[config.mk]
export PLATFORM = sky130hd
export DESIGN_NAME = trace_cmd_dispatcher
export DESIGN_NICKNAME = d
export VERILOG_FILES = /design/src/rtl/trace_cmd_dispatcher.sv
export SDC_FILE = /design/constraint.sdc
export NUM_CORES = 1
export LEC_CHECK = 0
export BUFFER_PORTS_ARGS = -buffer_cell sky130_fd_sc_hd__buf_2
export CAP_MARGIN = 20
export CELL_PAD_IN_SITES_DETAIL_PLACEMENT = 1
export CELL_PAD_IN_SITES_GLOBAL_PLACEMENT = 1
export CORE_MARGIN = 8
export CORE_UTILIZATION = 45
export DETAILED_ROUTE_END_ITERATION = 8
export PLACE_DENSITY_LB_ADDON = 0.25
export SYNTH_ARGS = -nofsm -noshare
export SYNTH_HDL_FRONTEND = slang
export SYNTH_SLANG_ARGS = --single-unit
[constraint.sdc]
create_clock -name clk -period 7.55 [get_ports clk]
set_input_delay 0.755 -clock clk [delete_from_list [all_inputs] [get_ports clk]]
set_output_delay 0.755 -clock clk [all_outputs]
set_load 0.02 [all_outputs]
[src/rtl/trace_cmd_dispatcher.sv]
// rtl/trace_cmd_dispatcher.sv - buffered in-order dispatcher of trace records to L1/snoop channels and control pulses
// Optional feature macro: DISPATCH_STATS_EN (adds l1_count / snp_count handshake counters)
module trace_cmd_dispatcher #(
  parameter int ADDR_W     = 32,
  parameter int CMD_W      = 4,
  parameter int FIFO_DEPTH = 8
) (
  input  logic                          clk,
  input  logic                          rst,
  input  logic                          in_valid,
  output logic                          in_ready,
  input  logic [CMD_W-1:0]              in_cmd,
  input  logic [ADDR_W-1:0]             in_addr,
  output logic                          l1_valid,
  input  logic                          l1_ready,
  output logic [1:0]                    l1_op,
  output logic [ADDR_W-1:0]             l1_addr,
  output logic                          snp_valid,
  input  logic                          snp_ready,
  output logic [1:0]                    snp_op,
  output logic [ADDR_W-1:0]             snp_addr,
  output logic                          clr_pulse,
  output logic                          prt_pulse,
  output logic [$clog2(FIFO_DEPTH):0]   fifo_level,
`ifdef DISPATCH_STATS_EN
  output logic [31:0]                   l1_count,
  output logic [31:0]                   snp_count,
`endif
  output logic [15:0]                   bad_cnt
);

  localparam int PTR_W = $clog2(FIFO_DEPTH);

  typedef enum logic [2:0] {
    IDLE,
    DECODE,
    L1_ISSUE,
    SNP_ISSUE,
    CLR,
    PRT,
    DROP
  } state_t;

  state_t state, next_state;

  logic [CMD_W+ADDR_W-1:0] mem [FIFO_DEPTH];
  logic [PTR_W:0]          wr_ptr, rd_ptr;
  logic [PTR_W:0]          level;
  logic                    full, empty, push, pop, pop_req;

  logic [CMD_W-1:0]        hold_cmd;
  logic [ADDR_W-1:0]       hold_addr;
  logic [CMD_W-1:0]        snp_code;

  // Extra pointer bit distinguishes full from empty; level is their difference.
  assign level      = wr_ptr - rd_ptr;
  assign full       = (level == (PTR_W+1)'(FIFO_DEPTH));
  assign empty      = (level == '0);
  assign in_ready   = !full;
  assign push       = in_valid && !full;
  assign pop        = pop_req && !empty;
  assign fifo_level = level;

  // Record storage; no reset needed since pointers define what is valid.
  always_ff @(posedge clk) begin
    if (push) mem[wr_ptr[PTR_W-1:0]] <= {in_cmd, in_addr};
  end

  // FIFO pointers and the in-flight record register loaded on each pop.
  always_ff @(posedge clk or posedge rst) begin
    if (rst) begin
      wr_ptr    <= '0;
      rd_ptr    <= '0;
      hold_cmd  <= '0;
      hold_addr <= '0;
    end else begin
      if (push) wr_ptr <= wr_ptr + 1'b1;
      if (pop) begin
        rd_ptr    <= rd_ptr + 1'b1;
        hold_cmd  <= mem[rd_ptr[PTR_W-1:0]][CMD_W+ADDR_W-1:ADDR_W];
        hold_addr <= mem[rd_ptr[PTR_W-1:0]][ADDR_W-1:0];
      end
    end
  end

  // FSM state register.
  always_ff @(posedge clk or posedge rst) begin
    if (rst) state <= IDLE;
    else     state <= next_state;
  end

  // Next-state logic; every finishing state may pop the next record directly so issues run every 2 cycles.
  always_comb begin
    next_state = state;
    pop_req    = 1'b0;
    case (state)
      IDLE: begin
        pop_req = 1'b1;
        if (!empty) next_state = DECODE;
      end
      DECODE: begin
        if (hold_cmd <= CMD_W'(2))                                 next_state = L1_ISSUE;
        else if (hold_cmd >= CMD_W'(3) && hold_cmd <= CMD_W'(6))   next_state = SNP_ISSUE;
        else if (hold_cmd == CMD_W'(8))                            next_state = CLR;
        else if (hold_cmd == CMD_W'(9))                            next_state = PRT;
        else                                                       next_state = DROP;
      end
      L1_ISSUE: begin
        if (l1_ready) begin
          pop_req    = 1'b1;
          next_state = empty ? IDLE : DECODE;
        end
      end
      SNP_ISSUE: begin
        if (snp_ready) begin
          pop_req    = 1'b1;
          next_state = empty ? IDLE : DECODE;
        end
      end
      CLR, PRT, DROP: begin
        pop_req    = 1'b1;
        next_state = empty ? IDLE : DECODE;
      end
      default: next_state = IDLE;
    endcase
  end

  // Outputs come straight from state so an async reset drops them immediately; op/addr read 0 when idle.
  assign snp_code  = hold_cmd - CMD_W'(3);
  assign l1_valid  = (state == L1_ISSUE);
  assign snp_valid = (state == SNP_ISSUE);
  assign clr_pulse = (state == CLR);
  assign prt_pulse = (state == PRT);
  assign l1_op     = l1_valid  ? hold_cmd[1:0] : 2'd0;
  assign l1_addr   = l1_valid  ? hold_addr     : '0;
  assign snp_op    = snp_valid ? snp_code[1:0] : 2'd0;
  assign snp_addr  = snp_valid ? hold_addr     : '0;

  // Saturating count of records discarded as illegal.
  always_ff @(posedge clk or posedge rst) begin
    if (rst)                                    bad_cnt <= '0;
    else if (state == DROP && bad_cnt != 16'hFFFF) bad_cnt <= bad_cnt + 16'd1;
  end

`ifdef DISPATCH_STATS_EN
  // Accepted-handshake counters per channel, wrapping at 2^32.
  always_ff @(posedge clk or posedge rst) begin
    if (rst) begin
      l1_count  <= '0;
      snp_count <= '0;
    end else begin
      if (l1_valid && l1_ready)   l1_count  <= l1_count + 32'd1;
      if (snp_valid && snp_ready) snp_count <= snp_count + 32'd1;
    end
  end
`endif

endmodule

==> results.json, run 1 <==
{
  "clock_latency_ps": 520,
  "dieArea_sq_um": 37460,
  "synth_commonest_cells": "edfxtp_1, nand2_1, mux4_2",
  "numPortBuffers": 133,
  "slew_violations": 0,
  "critPathMostFrequentCell": "buf_4",
  "num_rows": 65,
  "drt_iter0_drc": 412,
  "finalCritPeriodShare": 0.6334,
  "tightest_slew_ps": 1040,
  "fill_cells": 2887,
  "grt_usage": 0.1763,
  "power_mw": 7.001,
  "synth_edf_count": 288,
  "detail_route.wirelength_um": 32880,
  "drive_gt1_frac": 0.3096,
  "intPower_mw": 4.548,
  "route.detailed.wl_per_inst_um": 23.67,
  "first_global_vias": 8572,
  "grt_max_degree": 72,
  "async_flop_share": 0.1795,
  "dp_cells": 1320,
  "crit_path_end_kind": "flip-flop",
  "ys_ff_latch": 351,
  "synth.most_common_cell": "edfxtp_1",
  "via_per_inst": 5.565,
  "synth_top_area_cell": "edfxtp_1",
  "relSlewSlack": 0.3029,
  "synth_nets": 866,
  "avgSynthCellArea_sq_um": 17.43,
  "critPathTopFamily": "buffers and inverters",
  "p_leak_nw": 6.027,
  "hold_path.class": "flip-flop to flip-flop",
  "clockBufferDepth": 3,
  "path_cells": "inv_2 > ha_1 > nand3b_1 > a21oi_1 > o41ai_2 > buf_4 > nor3_2 > buf_4",
  "synth_top_area_frac": 0.6097,
  "crit_fanout": 37,
  "pwr-share-seq": 0.416,
  "syn2layout_area_growth_pct": 16.92,
  "clk_pin_slew_worst_paths_ps": 60,
  "fmax_mhz": 209.1,
  "cts_tree": "done",
  "crit_required_ps": 7690,
  "clock-root-buffer": "clkbuf_16",
  "h-tree-depth": 2,
  "die_y_um": 193.5,
  "syn_inst": 814,
  "critPathLaunchType": "flip-flop",
  "postCtsHoldBufs": 0,
  "cts_resized": 0,
  "grtUsageMet1": 0.2310,
  "antenna_found_initial": 3,
  "dp_hpwl_um": 19910,
  "p_sw_frac": 0.3504,
  "top_usage_layer": "met2",
  "syn_area_sq_um": 14180,
  "die_x_um": 193.5,
  "p_switching_mw": 2.453,
  "ys_types": 45,
  "power.density_nw_per_um2": 422.1,
  "worst_path_max_delay_cell": "dfrtp_2",
  "ys_seq_area_frac": 0.7208,
  "design.core.area_sq_um": 31310,
  "cp_slowest_stage_delay_ps": 970,
  "antenna_left": 0,
  "globalplace.congestion": 0.7537,
  "cts_buffers": 37,
  "met2_usage": 0.3044,
  "post-route-min-period_ps": 4782,
  "grtUsageMet3": 0.03193,
  "clock_sinks": 351,
  "post_cts_buffers": 0,
  "crit_arrival_ps": 4920,
  "synthTopCellsByArea": "edfxtp_1, mux4_2, dfrtp_1",
  "worst-path-buf-inv": 3,
  "max_cap_violations": 0,
  "vdd_drop_max_mv": 0.2349,
  "overflow": 0,
  "place_area_sq_um": 15380,
  "rsz0062_at_grt": "no",
  "pwr-share-clk": 0.249,
  "grt_pass1_wl_um": 51630,
  "drtPass1Iterations": 5,
  "ys.warnings.count": 0,
  "setup_tns_ps": 0,
  "ios": 134,
  "yosys_most_used_dff": "edfxtp_1",
  "crit_type": "flip-flop to flip-flop",
  "nNetsFinal": 1011,
  "vias": 7730,
  "setup_viol": 0,
  "timing_hold_violations_final": 0,
  "skew_ps": 26.52,
  "comb_power_share": 0.335,
  "final_cell_area_sq_um": 16580,
  "whs_ps": 486.8,
  "drc": 0,
  "initial_core_util": 0.4530,
  "layoutNonFillerInstCount": 1389,
  "status": "complete, no violations"
}
[metrics by stage]
stage / util / setup WS, ps
global placement: 0.4913 / 2785
detailed placement: 0.4913 / 2648
CTS: 0.5288 / 2612
floorplan: - / 1045
global route: 0.5296 / 2436
finish: 0.5297 / 2768
[final timing paths]
path | start | end | slack [ps] | cells past startpoint
max | rd_ptr[2]$_DFFE_PP0P_ | mem[7][32]$_DFFE_PP_ | 2770 | 8
min | bad_cnt[9]$_DFFE_PP0P_ | bad_cnt[9]$_DFFE_PP0P_ | 490 | 1
max reg2reg | rd_ptr[2]$_DFFE_PP0P_ | mem[7][32]$_DFFE_PP_ | 2770 | 8
min reg2reg | bad_cnt[9]$_DFFE_PP0P_ | bad_cnt[9]$_DFFE_PP0P_ | 490 | 1
max in group asynchronous | rst | rd_ptr[1]$_DFFE_PP0P_ | 6320 | 3
min in group asynchronous | rst | state[2]$_DFFE_PP0P_ | 530 | 3
[cell type report]
cell class / count / area (sq um) / share of cell area
well taps: 402 / 503.0 / 0.03033
diodes: 2 / 5.005 / 0.0003018
repair buffers: 155 / 838.3 / 0.05055
inverters: 13 / 50.05 / 0.003018
multi-input cells: 401 / 3780 / 0.2279
flip-flops and latches: 351 / 10230 / 0.6171
clock buffers: 47 / 1025 / 0.06179
clock inverters: 18 / 150.1 / 0.009053
[metal layers]
layer | share of wire | up-vias
met5 | 0.00040 | -
met4 | 0.013 | 2
met3 | 0.049 | 37
met2 | 0.50 | 171
met1 | 0.43 | 4045
li1 | - | 3475
[power by group through the flow]
stage	registers (mW)	logic, mW	clock network [mW]
CTS	2.93	2.40	1.79
global placement	2.95	2.32	0
finish	2.91	2.34	1.75
detailed placement	2.96	2.39	0
floorplan	2.72	1.82	0
global route	2.97	2.58	1.86
[state kept, by name, summed over array words and instances, names as in the netlist]
name       count
hold_cmd       4
hold_addr     32
mem          288
rd_ptr         4
bad_cnt       16
wr_ptr         4
state          3
[cell families (layout without fill, tap and decap cells)]
kind of cell               Yosys count  in the layout  share of synthesized area
AOI/OAI and AO/OA                   87             87                    0.04322
xor gates and xnor gates            22             22                    0.01358
adders and majority gates           11             11                    0.01023
buffers and inverters               62            233                    0.01791
DFF                                351            351                     0.7208
muxes                               80             80                     0.1202
other                                0              2                          0
and+or+nand+nor                    201            201                    0.07401
[cell usage in the layout, fill, tap and decap left out, types with 3 or more instances in the layout]
cell       count
buf_4         20
mux4_2        72
nand2_1       80
inv_1         11
and4_1         3
mux2_2         3
nor3_1         3
and3_1         9
edfxtp_1     288
clkbuf_8       4
dfrtp_1       60
nor3_2         4
clkinv_2       5
nor4b_2        3
a41oi_1       34
nor2_1         9
nor4_1         3
xnor2_1       15
nand2b_1       3
a21oi_1       42
clkinv_1       8
nand3_1        6
clkbuf_16     38
and2_1        66
ha_1          10
mux2i_1        5
xor2_1         7
clkbuf_1       5
buf_2        133
Note: power is estimated with default switching activity, not from simulation.
==> run 2: changes to the inputs <==
==> constraint.sdc (replaced) <==
create_clock -name clk -period 4.4 [get_ports clk]
set_input_delay 0.44 -clock clk [delete_from_list [all_inputs] [get_ports clk]]
set_output_delay 0.44 -clock clk [all_outputs]
set_load 0.02 [all_outputs]
==> results.json, run 2 (same netlist as run 1, synthesis figures left out) <==
{
  "post-route-min-period_ps": 3480,
  "cts_resized": 0,
  "cts_tree": "done",
  "syn2layout_area_growth_pct": 17.75,
  "rr_worst_depth": 8,
  "critPathLaunchType": "flip-flop",
  "crit_fanout": 32,
  "place_worst_setup_slack_ps": 593.3,
  "timing_hold_violations_final": 0,
  "drive_gt1_frac": 0.3155,
  "dieArea_sq_um": 37460,
  "max_cap_violations": 0,
  "power_mw": 12.19,
  "post_cts_buffers": 0,
  "status": "complete, no violations",
  "initial_core_util": 0.4530,
  "clock_sinks": 351,
  "drt_iter0_drc": 419,
  "clock_latency_ps": 510,
  "grt_pass1_wl_um": 52640,
  "rsz0062_at_grt": "no",
  "detail_route.wirelength_um": 33410,
  "antenna_left": 0,
  "final_cell_mix": "edfxtp_1, buf_2, nand2_1, mux4_2, and2_1",
  "setup_viol": 0,
  "fin_ws_ps": 919.7,
  "crit_arrival_ps": 3680,
  "clk_pin_slew_worst_paths_ps": 60,
  "largest_register_ffs": 288,
  "globalplace.congestion": 0.7793,
  "final_common_cell": "edfxtp_1",
  "crit_path_end_kind": "flip-flop",
  "hold_path.class": "input pin to asynchronous set/reset pin",
  "grt_max_degree": 48,
  "drc": 0,
  "antenna_found_initial": 2,
  "whs_ps": 6.070,
  "vdd_drop_max_mv": 0.4469,
  "die_x_um": 193.5,
  "clockBufferDepth": 3,
  "slew_violations": 0,
  "skew_ps": 9.711,
  "fmax_mhz": 287.3,
  "p_leak_nw": 6.076,
  "crit_type": "flip-flop to flip-flop",
  "crit_required_ps": 4600,
  "route.detailed.wl_per_inst_um": 24.00,
  "fill_cells": 2912,
  "clock-root-buffer": "clkbuf_16",
  "drtPass1Iterations": 6,
  "dp_hpwl_um": 20630,
  "design.core.area_sq_um": 31310,
  "first_global_vias": 8700,
  "num_rows": 65,
  "postCtsHoldBufs": 0,
  "via_per_inst": 5.646,
  "cts_buffers": 38,
  "ios": 134,
  "post-route-util": 0.5334,
  "overflow": 0,
  "nNetsFinal": 1013,
  "h-tree-depth": 2,
  "grt_usage": 0.1791,
  "vias": 7859,
  "numPortBuffers": 133,
  "power.density_nw_per_um2": 730.1,
  "die_y_um": 193.5,
  "finalCritPeriodShare": 0.7910,
  "relSlewSlack": 0.3522,
  "tightest_slew_ps": 971.8
}
## run 2: cell count changes in the layout (fill, tap and decap cells not counted), moves of 2 or more
cell      before  now
nor4b_2        3    0
nor4b_4        0    3
inv_6          0    2
nor4_2         2    0
clkbuf_8       4    2
nor4_4         0    2
buf_12         0    3
buf_4         20   17
clkinv_1       8    6
clkinv_2       5   11
## run 2: through the flow
step	cells	cell area [sq um]	TNS, ps
4_1_cts	1388	16670	0
6_report	1392	16700	0
5_1_grt	1392	16700	0
2_1_floorplan	814	14220	-138600
3_3_place_gp	1320	15470	0
3_5_place_dp	1320	15470	0
## run 2: final timing paths
path / start / slack [ps] / end
worst max-delay path: wr_ptr[0]$_DFFE_PP0P_ / 920 / mem[7][22]$_DFFE_PP_
worst min-delay path: rst / 6 / state[0]$_DFFE_PP0P_
worst max register to register: wr_ptr[0]$_DFFE_PP0P_ / 920 / mem[7][22]$_DFFE_PP_
worst min register to register: bad_cnt[15]$_DFFE_PP0P_ / 490 / bad_cnt[15]$_DFFE_PP0P_
max in group asynchronous: rst / 3390 / rd_ptr[1]$_DFFE_PP0P_
min in group clk: in_addr[6] / 220 / mem[3][6]$_DFFE_PP_
## run 2: metal layers
metal,track usage,part of all wire,wire length [um]
met1,0.2451,0.45,14980
met2,0.2953,0.48,16190
met3,0.03107,0.046,1545
met4,0.04561,0.021,690
met5,0,0.00039,13
## run 2: power by group
group	leakage (nW)	total, mW	switching (mW)	internal (mW)
Combinational	2.12	4.41	2.67	1.74
Clock	0.586	3.03	1.26	1.77
Sequential	3.37	4.75	0.389	4.36
## run 2: cell type report
cell class | instances | area, sq um | share of cell area
Tap cell | 402 | 503.0 | 0.03011
Clock buffer | 45 | 1018 | 0.06098
Antenna cell | 1 | 2.502 | 0.0001498
Inverter | 13 | 50.05 | 0.002996
Multi-Input combinational cell | 401 | 3835 | 0.2296
Timing Repair Buffer | 156 | 887.1 | 0.05311
Clock inverter | 23 | 172.7 | 0.01034
Sequential cell | 351 | 10230 | 0.6127
## run 2: critical path, stage by stage (launching register included)
cell and delay, ps:
dfrtp_1 640, inv_1 250, ha_1 270, nand3b_1 170, a21oi_1 490, o41ai_4 230, buf_6 210, nor3_2 580
buf_12 300
==> run 3: changes to the inputs <==
==> constraint.sdc (replaced) <==
create_clock -name clk -period 3.25 [get_ports clk]
set_input_delay 0.325 -clock clk [delete_from_list [all_inputs] [get_ports clk]]
set_output_delay 0.325 -clock clk [all_outputs]
set_load 0.02 [all_outputs]
==> results.json, run 3 (same netlist as run 1, synthesis figures left out) <==
{
  "drive_gt1_frac": 0.3327,
  "path_cells": "buf_4 > buf_4 > mux4_2 > nand2_1 > a41oi_1",
  "grt_max_degree": 76,
  "worst_path_max_delay_cell": "buf_4",
  "numPortBuffers": 133,
  "drc": 0,
  "dp_hpwl_um": 20320,
  "overflow": 0,
  "detail_route.wirelength_um": 35410,
  "syn2layout_area_growth_pct": 19.86,
  "clock_latency_ps": 530,
  "final_common_cell": "edfxtp_1",
  "vias": 7959,
  "h-tree-depth": 2,
  "post_cts_buffers": 0,
  "grt_pass1_wl_um": 54480,
  "timing_hold_violations_final": 0,
  "status": "complete, no violations",
  "drtPass1Iterations": 4,
  "crit_arrival_ps": 3210,
  "max_cap_violations": 0,
  "crit_fanout": 45,
  "drt_iter0_drc": 488,
  "cp_slowest_stage_delay_ps": 850,
  "crit_path_end_kind": "flip-flop",
  "antenna_found_initial": 5,
  "postCtsHoldBufs": 1,
  "power_mw": 17.17,
  "hold_path.class": "input pin to flip-flop",
  "skew_ps": 19.78,
  "p_leak_nw": 6.199,
  "nNetsFinal": 1025,
  "dieArea_sq_um": 37460,
  "vdd_drop_max_mv": 0.5708,
  "slew_violations": 0,
  "clock-root-buffer": "clkbuf_16",
  "antenna_left": 0,
  "largest_register_ffs": 288,
  "post-route-util": 0.5430,
  "tightest_slew_ps": 1115,
  "critPathLaunchType": "flip-flop",
  "critPathMostFrequentCell": "buf_4",
  "via_per_inst": 5.653,
  "clock_sinks": 351,
  "crit_type": "flip-flop to flip-flop",
  "cts_buffers": 39,
  "route.detailed.wl_per_inst_um": 25.15,
  "cts_resized": 0,
  "fmax_mhz": 348.7,
  "post-route-min-period_ps": 2868,
  "design.core.area_sq_um": 31310,
  "crit_required_ps": 3590,
  "die_y_um": 193.5,
  "clk_pin_slew_worst_paths_ps": 60,
  "rsz0062_at_grt": "no",
  "globalplace.congestion": 0.7505,
  "num_rows": 65,
  "grt_usage": 0.1889,
  "ios": 134,
  "final_cell_mix": "edfxtp_1, buf_2, nand2_1, mux4_2, and2_1",
  "cts_tree": "done",
  "finalCritPeriodShare": 0.8823,
  "first_global_vias": 8845,
  "die_x_um": 193.5,
  "power.density_nw_per_um2": 1010,
  "whs_ps": 61.66,
  "relSlewSlack": 0.2566,
  "initial_core_util": 0.4530,
  "setup_viol": 0,
  "clockBufferDepth": 3
}
run 3: final timing paths:
path / depth (start not counted) / start / to / slack (ps)
max: 5 / rd_ptr[0]$_DFFE_PP0P_ / hold_addr[6]$_DFFE_PP0P_ / 380
min: 1 / in_addr[23] / mem[5][23]$_DFFE_PP_ / 60
max reg2reg: 5 / rd_ptr[0]$_DFFE_PP0P_ / hold_addr[6]$_DFFE_PP0P_ / 380
min reg2reg: 1 / bad_cnt[15]$_DFFE_PP0P_ / bad_cnt[15]$_DFFE_PP0P_ / 500
max in group asynchronous: 4 / rst / hold_addr[13]$_DFFE_PP0P_ / 2040
min in group asynchronous: 3 / rst / state[0]$_DFFE_PP0P_ / 410
run 3: critical path: cells and delay by family (launching register included):
family | cells | cell delay (ps)
AOI/OAI and AO/OA | 1 | 150
and+or+nand+nor | 1 | 100
DFF | 1 | 420
muxes | 1 | 610
buffers and inverters | 2 | 1360
run 3: layout make-up:
type	instances	area, sq um
antenna	2	5.005
multi-input combinational	401	3920
fill	2883	14310
timing repair buffer	167	985.9
clock inverter	17	176.4
tap	402	503.0
inverter	13	60.06
sequential	351	10230
clock buffer	55	1117
run 3: metrics by stage:
stage               setup WS, ps  cells  setup TNS (ps)  area [sq um]
floorplan                 -282.0    814          -39240         14410
global placement           420.6   1333               0         15690
detailed placement         365.5   1333               0         15690
CTS                        290.9   1406               0         17000
global route               173.6   1406               0         17000
finish                     382.5   1408               0         17000
run 3: metal layers:
| metal | global-route usage | part of all wire | vias up |
|---|---|---|---|
| li1 | - | - | 3498 |
| met1 | 0.2461 | 0.43 | 4183 |
| met2 | 0.3188 | 0.49 | 223 |
| met3 | 0.04426 | 0.062 | 49 |
| met4 | 0.04361 | 0.016 | 6 |
| met5 | 0 | 0.0010 | - |
run 3: where the power goes:
part           switching (mW)  internal [mW]  total [mW]  leakage (nW)
Clock                    1.75           2.65        4.39         0.633
Combinational            3.82           2.54        6.36          2.19
Sequential              0.521           5.90        6.42          3.37
